===== src/rtl/crot_inv_gate_pipelined_pkg.sv =====
// Shared fixed-point constants and rotation-select encodings for the inverse-QFT gate chain.
package crot_inv_gate_pipelined_pkg;

  localparam int unsigned TOTAL_WIDTH  = 16;
  localparam int unsigned FRAC_WIDTH   = 14;
  localparam int unsigned INV_SQRT2_FX = 11585;

  typedef enum logic [1:0] {
    KSEL_ID  = 2'd0,
    KSEL_PI  = 2'd1,
    KSEL_PI2 = 2'd2,
    KSEL_PI4 = 2'd3
  } ksel_e;

  function automatic ksel_e eff_op(input logic ctrl, input logic [1:0] k_sel);
    return ctrl ? ksel_e'(k_sel) : KSEL_ID;
  endfunction

endpackage


===== src/rtl/crot_inv_gate_pipelined_round_sat.sv =====
// Round-half-up arithmetic right shift by FRAC_W (optional) followed by saturation to DATA_W.
module fxp_round_sat #(
  parameter int unsigned IN_W   = 33,
  parameter int unsigned DATA_W = 16,
  parameter int unsigned FRAC_W = 14
) (
  input  logic signed [IN_W-1:0]   i_val,
  input  logic                     i_shift_en,
  output logic signed [DATA_W-1:0] o_val
);

  localparam int unsigned EXT_W = IN_W + 1;
  localparam logic signed [EXT_W-1:0] RND  = EXT_W'(1) << (FRAC_W - 1);
  localparam logic signed [EXT_W-1:0] MAXV = {{(EXT_W-DATA_W+1){1'b0}}, {(DATA_W-1){1'b1}}};
  localparam logic signed [EXT_W-1:0] MINV = {{(EXT_W-DATA_W+1){1'b1}}, {(DATA_W-1){1'b0}}};

  logic signed [EXT_W-1:0] w_ext;
  logic signed [EXT_W-1:0] w_rnd;
  logic signed [EXT_W-1:0] w_shr;
  logic signed [EXT_W-1:0] w_sel;

  // One guard bit keeps the rounding add from wrapping.
  assign w_ext = {i_val[IN_W-1], i_val};
  assign w_rnd = w_ext + RND;
  assign w_shr = w_rnd >>> FRAC_W;
  assign w_sel = i_shift_en ? w_shr : w_ext;

  always_comb begin
    o_val = w_sel[DATA_W-1:0];
    if (w_sel > MAXV)
      o_val = MAXV[DATA_W-1:0];
    else if (w_sel < MINV)
      o_val = MINV[DATA_W-1:0];
  end

endmodule


===== src/rtl/crot_inv_gate_pipelined.sv =====
// Controlled inverse phase rotation exp(-j*theta), 3-stage pipeline with valid/ready backpressure.
module crot_inv_gate_pipelined
  import crot_inv_gate_pipelined_pkg::*;
#(
  parameter int unsigned DATA_W    = TOTAL_WIDTH,
  parameter int unsigned FRAC_W    = FRAC_WIDTH,
  parameter int unsigned INV_SQRT2 = INV_SQRT2_FX
) (
  input  logic                     clk,
  input  logic                     rst_n,
  input  logic                     in_valid,
  output logic                     in_ready,
  input  logic                     ctrl,
  input  logic [1:0]               k_sel,
  input  logic signed [DATA_W-1:0] ar,
  input  logic signed [DATA_W-1:0] ai,
  output logic                     out_valid,
  input  logic                     out_ready,
  output logic signed [DATA_W-1:0] pr,
  output logic signed [DATA_W-1:0] pi
);

  localparam int unsigned PROD_W = DATA_W + FRAC_W + 3;
  localparam logic signed [FRAC_W+1:0] W_K = (FRAC_W + 2)'(INV_SQRT2);

  logic w_en;

  logic                     r_s1_v;
  ksel_e                    r_s1_op;
  logic signed [DATA_W-1:0] r_s1_ar;
  logic signed [DATA_W-1:0] r_s1_ai;

  logic                     r_s2_v;
  ksel_e                    r_s2_op;
  logic signed [DATA_W:0]   r_s2_re;
  logic signed [DATA_W:0]   r_s2_im;

  logic                     r_s3_v;
  logic signed [DATA_W-1:0] r_s3_re;
  logic signed [DATA_W-1:0] r_s3_im;

  logic signed [DATA_W:0]   w_ar;
  logic signed [DATA_W:0]   w_ai;
  logic signed [DATA_W:0]   w_s2_re;
  logic signed [DATA_W:0]   w_s2_im;
  logic                     w_is_pi4;
  logic signed [PROD_W-1:0] w_prod_re;
  logic signed [PROD_W-1:0] w_prod_im;
  logic signed [PROD_W-1:0] w_rs_in_re;
  logic signed [PROD_W-1:0] w_rs_in_im;
  logic signed [DATA_W-1:0] w_s3_re;
  logic signed [DATA_W-1:0] w_s3_im;

  assign w_en      = !r_s3_v || out_ready;
  assign in_ready  = w_en;
  assign out_valid = r_s3_v;
  assign pr        = r_s3_re;
  assign pi        = r_s3_im;

  // Stage 1: capture operands and the effective rotation.
  always_ff @(posedge clk or negedge rst_n) begin
    if (!rst_n) begin
      r_s1_v  <= 1'b0;
      r_s1_op <= KSEL_ID;
      r_s1_ar <= '0;
      r_s1_ai <= '0;
    end else if (w_en) begin
      r_s1_v  <= in_valid;
      r_s1_op <= eff_op(ctrl, k_sel);
      r_s1_ar <= ar;
      r_s1_ai <= ai;
    end
  end

  // Stage 2 works one bit wider so negation of the most-negative value and the pi/4 sums are exact.
  assign w_ar = {r_s1_ar[DATA_W-1], r_s1_ar};
  assign w_ai = {r_s1_ai[DATA_W-1], r_s1_ai};

  always_comb begin
    w_s2_re = w_ar;
    w_s2_im = w_ai;
    case (r_s1_op)
      KSEL_PI: begin
        w_s2_re = -w_ar;
        w_s2_im = -w_ai;
      end
      KSEL_PI2: begin
        w_s2_re = w_ai;
        w_s2_im = -w_ar;
      end
      KSEL_PI4: begin
        w_s2_re = w_ar + w_ai;
        w_s2_im = w_ai - w_ar;
      end
      default: ;
    endcase
  end

  always_ff @(posedge clk or negedge rst_n) begin
    if (!rst_n) begin
      r_s2_v  <= 1'b0;
      r_s2_op <= KSEL_ID;
      r_s2_re <= '0;
      r_s2_im <= '0;
    end else if (w_en) begin
      r_s2_v  <= r_s1_v;
      r_s2_op <= r_s1_op;
      r_s2_re <= w_s2_re;
      r_s2_im <= w_s2_im;
    end
  end

  // Stage 3: pi/4 scales by 1/sqrt(2) and rounds; other ops use the same saturator with the shift bypassed.
  assign w_is_pi4   = (r_s2_op == KSEL_PI4);
  assign w_prod_re  = r_s2_re * W_K;
  assign w_prod_im  = r_s2_im * W_K;
  assign w_rs_in_re = w_is_pi4 ? w_prod_re : {{(PROD_W-DATA_W-1){r_s2_re[DATA_W]}}, r_s2_re};
  assign w_rs_in_im = w_is_pi4 ? w_prod_im : {{(PROD_W-DATA_W-1){r_s2_im[DATA_W]}}, r_s2_im};

  fxp_round_sat #(
    .IN_W   (PROD_W),
    .DATA_W (DATA_W),
    .FRAC_W (FRAC_W)
  ) u_rs_re (
    .i_val      (w_rs_in_re),
    .i_shift_en (w_is_pi4),
    .o_val      (w_s3_re)
  );

  fxp_round_sat #(
    .IN_W   (PROD_W),
    .DATA_W (DATA_W),
    .FRAC_W (FRAC_W)
  ) u_rs_im (
    .i_val      (w_rs_in_im),
    .i_shift_en (w_is_pi4),
    .o_val      (w_s3_im)
  );

  always_ff @(posedge clk or negedge rst_n) begin
    if (!rst_n) begin
      r_s3_v  <= 1'b0;
      r_s3_re <= '0;
      r_s3_im <= '0;
    end else if (w_en) begin
      r_s3_v  <= r_s2_v;
      r_s3_re <= w_s3_re;
      r_s3_im <= w_s3_im;
    end
  end

endmodule


===== config.mk =====
export PLATFORM = sky130hd
export DESIGN_NAME = crot_inv_gate_pipelined
export DESIGN_NICKNAME = d
export VERILOG_FILES = /design/src/rtl/crot_inv_gate_pipelined_pkg.sv /design/src/rtl/crot_inv_gate_pipelined_round_sat.sv /design/src/rtl/crot_inv_gate_pipelined.sv
export SDC_FILE = /design/constraint.sdc
export NUM_CORES = 1
export LEC_CHECK = 0
export ABC_CLOCK_PERIOD_IN_PS = 6700
export CELL_PAD_IN_SITES_DETAIL_PLACEMENT = 1
export CELL_PAD_IN_SITES_GLOBAL_PLACEMENT = 1
export CORE_MARGIN = 1
export CORE_UTILIZATION = 40
export CTS_CLUSTER_DIAMETER = 100
export DETAILED_ROUTE_END_ITERATION = 8
export GPL_ROUTABILITY_DRIVEN = 0
export PLACE_DENSITY = 0.73
export RECOVER_POWER = 100
export SLEW_MARGIN = 20
export SYNTH_ARGS = -nofsm -noshare
export SYNTH_HDL_FRONTEND = slang
export SYNTH_SLANG_ARGS = --single-unit

===== constraint.sdc =====
create_clock -name clk -period 6.7 [get_ports clk]
set_input_delay 1.005 -clock clk [delete_from_list [all_inputs] [get_ports clk]]
set_output_delay 1.005 -clock clk [all_outputs]
set_load 0.01 [all_outputs]

=== Word-level counts from Yosys, hierarchy flattened ===
Index checks and enable logic that the tools add are counted.

* Register bits: 105
* Input bits: 39
* Output and inout port bits: 34
* Word-level logic and storage cells: 40

* $add $sub $neg: 6
* $mul: 2
* Order comparisons: 4
* Equality and inequality tests: 4
* Muxes and demuxes: 11
* Reductions and logical operators: 2

{| class="wikitable"
|+ Operators with widths
! operator !! count
|-
| $pmux W17 S3 || 2
|-
| $add A33 B15 Y34 const B || 2
|-
| $gt A34 B16 Y1 const B || 2
|-
| $lt A34 B16 Y1 const B || 2
|-
| $mux W34 || 2
|-
| $mux W33 || 2
|-
| $mul A17 B15 Y32 const B || 2
|-
| $mux W16 || 4
|-
| $neg A16 Y17 || 2
|-
| $add A16 B16 Y17 || 1
|-
| $sub A16 B16 Y17 || 1
|-
| $eq A2 B2 Y1 const B || 3
|-
| $eq A2 B1 Y1 const B || 1
|-
| $mux W2 || 1
|-
| $logic_not A1 Y1 || 1
|-
| $logic_or A1 B1 Y1 || 1
|}

=== Depth between registers and ports, before layout ===
Gate-level depths: netlist (run 1).

* Depth in word-level cells: 7
* Depth in mapped cells: 29
* Depth with buffers taken out: 28

=== Modules after synthesis ===
Synthesis (run 1) repeated with hierarchy kept, for this count alone.

* Cells, all modules: 2119
* Area total of the unflattened synthesis: 18182.4 um2

{| class="wikitable"
|+ Modules (own cells, without submodules)
! module !! times used !! cells each !! area an instance (um2) !! seq. area each (um2)
|-
| crot_inv_gate_pipelined || 1 || 1755 || 15312.2 || 2627.5
|-
| fxp_round_sat || 2 || 182 || 1435.1 || 0.0
|}

=== Worst setup path before layout (run 1) ===
Ideal clock, no wire load.

* Path type: register -> register
* Start point: reg r_s2_re[6]
* End point: reg r_s3_re[10], in the netlist pr[10]
* Setup time: 0.126 ns
* Arrival: 6.415 ns
* Data required time: 6.574 ns
* Setup slack: 0.159 ns
* Cell stages (with the launch flop): 30
* Buffers on the path: 1
* Period minus slack after synthesis: 6.541 ns
* Path through: dfrtp_1 -> ha_1 -> inv_1 -> fa_1 -> inv_1 -> ha_1 -> fa_1 -> fa_1 -> ha_1 -> ha_1 -> and4_1 -> a22o_1 -> nor2_1 -> nor2b_1 -> nor2_1 -> xor2_1 -> o21ai_0 -> ha_1 -> nor3b_1 -> nand4_1 -> nand4_1 -> o311ai_1 -> nor2_1 -> o211ai_2 -> and4b_1 -> o21a_1 -> o32ai_2 -> a21oi_2 -> buf_2 -> a221o_1

* Word-level cells in the longest chain between the ends: 7
* Elaborated cells on any way between the ends: 8
* Classes of those cells: 1 x add/sub; 1 x mul; 2 x order compare; 4 x mux

{| class="wikitable"
|+ Ends and longest elaborated chain
! item !! RTL line !! source
|-
| start, declared || crot_inv_gate_pipelined.sv:35 || <nowiki>logic signed [DATA_W:0] r_s2_re;</nowiki>
|-
| start signal, assigned || crot_inv_gate_pipelined.sv:108 || <nowiki>r_s2_re <= w_s2_re;</nowiki>
|-
| $mul A17 B15 Y32 || crot_inv_gate_pipelined.sv:115 || <nowiki>assign w_prod_re = r_s2_re * W_K;</nowiki>
|-
| $mux W33 (*) || crot_inv_gate_pipelined.sv:117 || <nowiki>assign w_rs_in_re = w_is_pi4 ? w_prod_re : {{(PROD_W-DATA_W-1){r_s2_re[DATA_W]}}, r_s2_re};</nowiki>
|-
| $add A33 B15 Y34 || crot_inv_gate_pipelined_round_sat.sv:24 || <nowiki>assign w_rnd = w_ext + RND;</nowiki>
|-
| $mux W34 (*) || crot_inv_gate_pipelined_round_sat.sv:26 || <nowiki>assign w_sel = i_shift_en ? w_shr : w_ext;</nowiki>
|-
| $lt A34 B16 Y1 || crot_inv_gate_pipelined_round_sat.sv:32 || <nowiki>else if (w_sel < MINV)</nowiki>
|-
| $mux W16 || crot_inv_gate_pipelined_round_sat.sv:32 ||
|-
| $mux W16 (*) || crot_inv_gate_pipelined_round_sat.sv:30 || <nowiki>if (w_sel > MAXV)</nowiki>
|-
| end signal, assigned || crot_inv_gate_pipelined.sv:147 || <nowiki>r_s3_re <= w_s3_re;</nowiki>
|-
| end, declared || crot_inv_gate_pipelined.sv:39 || <nowiki>logic signed [DATA_W-1:0] r_s3_re;</nowiki>
|}

Mark *: on every way between the ends. The rest lies on a longest branch, timed or not.
A chain may end at the register's enable or synchronous reset.

=== Worst setup path in the final report (run 1) ===
* Start point: reg r_s2_re[3]
* End point: reg r_s3_re[7], in the netlist pr[7]

The elaborated chain is that of the path after synthesis.

==> results of run 1 <==
-- sequential cells by signal, summed over array words and instances (netlist names) --
| name | flops |
|---|---|
| out_valid | 1 |
| r_s2_re | 17 |
| r_s1_ar | 16 |
| r_s2_im | 17 |
| r_s2_op | 2 |
| r_s2_v | 1 |
| pi | 16 |
| pr | 16 |
| r_s1_ai | 16 |
| r_s1_op | 2 |
| r_s1_v | 1 |
-- what timing repair did --
item	in CTS	in global routing
buffers inserted	8	41
gates cloned	1	0
pin swaps	16	53
endpoints found under the setup margin	28	30
gates resized for setup	24	116
hold buffers	0	0
-- placed cells by master, fill, tap and decap left out, types with 7 or more instances in the layout --
| master | instances |
|---|---|
| a21oi_1 | 92 |
| ha_4 | 19 |
| dfrtp_2 | 21 |
| o21ai_0 | 99 |
| xnor2_1 | 80 |
| and2_1 | 15 |
| o22a_1 | 10 |
| or3_1 | 16 |
| o31ai_1 | 8 |
| a221o_1 | 18 |
| nand4_1 | 11 |
| clkdlybuf4s50_1 | 69 |
| ha_2 | 7 |
| fa_1 | 127 |
| nor2b_1 | 8 |
| and3_1 | 15 |
| o21a_1 | 8 |
| a31oi_1 | 11 |
| inv_1 | 210 |
| dfrtp_1 | 84 |
| o21ai_1 | 7 |
| mux2i_1 | 16 |
| ha_1 | 256 |
| a21oi_2 | 10 |
| a21o_1 | 24 |
| a211oi_2 | 7 |
| buf_4 | 126 |
| nand2_1 | 193 |
| nor3_1 | 38 |
| o211ai_1 | 21 |
| nor2_1 | 91 |
| nand2b_1 | 11 |
| nand3_1 | 25 |
| clkbuf_16 | 9 |
| xor2_1 | 26 |
-- routing by layer --
layer | GRT usage | routed length, um
met1 | 0.308 | 22100
met2 | 0.407 | 23900
met3 | 0.0289 | 1430
met4 | 0.0798 | 1380
met5 | 0 | 0
-- worst max-delay path by stage --
stage	startpoint	to	slack, ps	depth (start not counted)
6_report	r_s2_re[3]$_DFFE_PN0P_	pr[7]$_DFFE_PN0P_	50	30
5_1_grt	r_s2_re[3]$_DFFE_PN0P_	pr[7]$_DFFE_PN0P_	-190	31
4_1_cts	r_s2_re[5]$_DFFE_PN0P_	pr[6]$_DFFE_PN0P_	-10	29
3_5_place_dp	r_s2_re[4]$_DFFE_PN0P_	pr[8]$_DFFE_PN0P_	-400	28
3_3_place_gp	r_s2_re[4]$_DFFE_PN0P_	pr[13]$_DFFE_PN0P_	-120	28
2_1_floorplan	r_s2_re[6]$_DFFE_PN0P_	pr[10]$_DFFE_PN0P_	160	29
-- cells by family (layout without fill, tap and decap cells) --
group | count (synthesis) | in the layout | synth area share
xor gates and xnor gates | 108 | 108 | 0.0587
AOI/OAI and AO/OA | 407 | 408 | 0.174
DFF | 105 | 105 | 0.163
buffers and inverters | 284 | 438 | 0.0670
adders and majority gates | 410 | 410 | 0.378
and+or+nand+nor | 485 | 485 | 0.144
muxes | 21 | 21 | 0.0148
-- final cells by class --
| class | instances | area [sq um] | area share |
|---|---|---|---|
| Tap cell | 525 | 657 | 0.0342 |
| Sequential cell | 105 | 2650 | 0.138 |
| Clock buffer | 10 | 229 | 0.0119 |
| Multi-Input combinational cell | 1432 | 13000 | 0.678 |
| Timing Repair Buffer | 205 | 1740 | 0.0906 |
| Inverter | 217 | 817 | 0.0425 |
| Clock inverter | 6 | 85.1 | 0.00443 |
-- through the flow --
stage	instances	worst slack [ps]	hold WS, ps	utilization
floorplan	1820	159	430	-
global placement	2435	-120	440	0.450
detailed placement	2435	-405	448	0.450
CTS	2460	-13.2	467	0.463
global route	2500	-186	513	0.484
finish	2500	51.5	474	0.484
-- tightest hold or removal path, cell delays in order, from the launching register on --
cell	delay [ps]
dfrtp_1	350
nand2_1	50
nand2_1	50
==> results.yml, run 1 <==
sta:
  setup_tns_ps: 0
  rsz0062_at_grt: "yes"
  slew-limit-headroom: -0.275
  skew_ps: 16.1
  worstMarginPinSlew_ps: 1910
  finalHoldViolations: 0
  report.final.setup_viol: 0
  period_share: 0.992
  drv_slew: 108
  clock.fmax_mhz: 150
  fin_crit_ps: 6650
setup_path:
  crit_buf_inv: 4
  end_kind: "flip-flop"
  crit_type: "flip-flop to flip-flop"
  r2r_slack_ps: 50
  rr_worst_depth: 30
  crit_required_ps: 6970
  critPathTopFamily: "adder cells"
  crit_slowest_cell: "fa_1"
  arrival_ps: 6920
  max_stage_delay_ps: 520
  r2r_start: "r_s2_re[3]$_DFFE_PN0P_"
  worstReg2RegEnd: "pr[7]$_DFFE_PN0P_"
  cp-start-kind: "flip-flop"
  path_max_fanout: 8
  worst_path_most_repeated_cell: "ha_4"
worst_hold_path:
  min_from: "r_s2_v$_DFFE_PN0P_"
  min_to: "r_s2_v$_DFFE_PN0P_"
  min_path_cells: 2
  hold_class: "flip-flop to flip-flop"
cts:
  cts.path.max_buffers: 2
  cts_sinks: 105
  cts-buffers-inserted: 9
  clkTransAtPathRegs_ps: 90
  cts_max_level: 3
  clkLatencyLatePin_ps: 400
  cts_root_buffer: "clkbuf_16"
  tritoncts: "done"
global_route:
  grt_max_degree: 90
  grt_pass1_wl_um: 77400
  gr-usage-all-layers: 0.237
  grt_pass1_vias: 14732
  grt-ovfl-total: 0
  antenna_found_initial: 0
finish:
  finalInstanceArea_sq_um: 19200
  nets: 2419
  fill_cells: 4611
  drive_gt1_frac: 0.152
  synthToLayoutAreaGrowth_pct: 19.4
  diodes: 0
logic_synthesis:
  ys_ff_latch: 105
  synth_cell_types: 88
  netlist_instances: 1820
  synthArstFlopShare: 1.00
  ys_warn_count: 0
  synthMostInstantiatedCell: "ha_1"
  synthesis.nets: 2269
  synth.top_cell.area_share: 0.219
  synth_edf_count: 0
  syn_area_sq_um: 16100
  yosys.area.top_type: "ha_1"
  synthTopCellsByArea: "ha_1 (22%), dfrtp_1 (16%), fa_1 (16%), inv_1 (5.0%), nand2_1 (4.6%)"
  yosys_most_used_dff: "dfrtp_1"
  ys_seq_area_frac: 0.163
  syn_avg_cell_area_sq_um: 8.85
  netlist_top_cells_count: "ha_1 (282), inv_1 (215), nand2_1 (197), fa_1 (128)"
detailed_routing:
  drtAntennaViolNets: 0
  wl_per_cell_um: 19.5
  dr.first_iter.drc_count: 571
  via_per_inst: 5.53
  drc: 0
  vias: 13827
  routed_wl_um: 48800
  dr.pass1.iters: 5
floorplan:
  ios: 73
  initial_utilization: 0.405
  die_h_um: 203
  fp.coreArea_sq_um: 39700
  design.die.area_sq_um: 41100
  die_w_um: 203
  rows: 73
place:
  portBuffers: 72
  dp_hpwl_um: 37800
  place_area_sq_um: 17900
outcome:
  violations: "capacitance limit, slew limit"
  status: "finished, violations left"
run:
  cap_violations: 2
Power of run 1 is left out: the tool's default activity adds up to more than one toggle a clock period on the data nets, which glitch-free logic cannot reach.
==> run 2: changes to the inputs <==
--- a/config.mk
+++ b/config.mk
@@ -5,7 +5,6 @@
 export SDC_FILE = /design/constraint.sdc
 export NUM_CORES = 1
 export LEC_CHECK = 0
-export ABC_CLOCK_PERIOD_IN_PS = 6700
 export CELL_PAD_IN_SITES_DETAIL_PLACEMENT = 1
 export CELL_PAD_IN_SITES_GLOBAL_PLACEMENT = 1
 export CORE_MARGIN = 1
==> results of run 2 <==
Final layout, timing and power as in run 1 (identical DEF).
Power of run 2 is left out for the same reason.
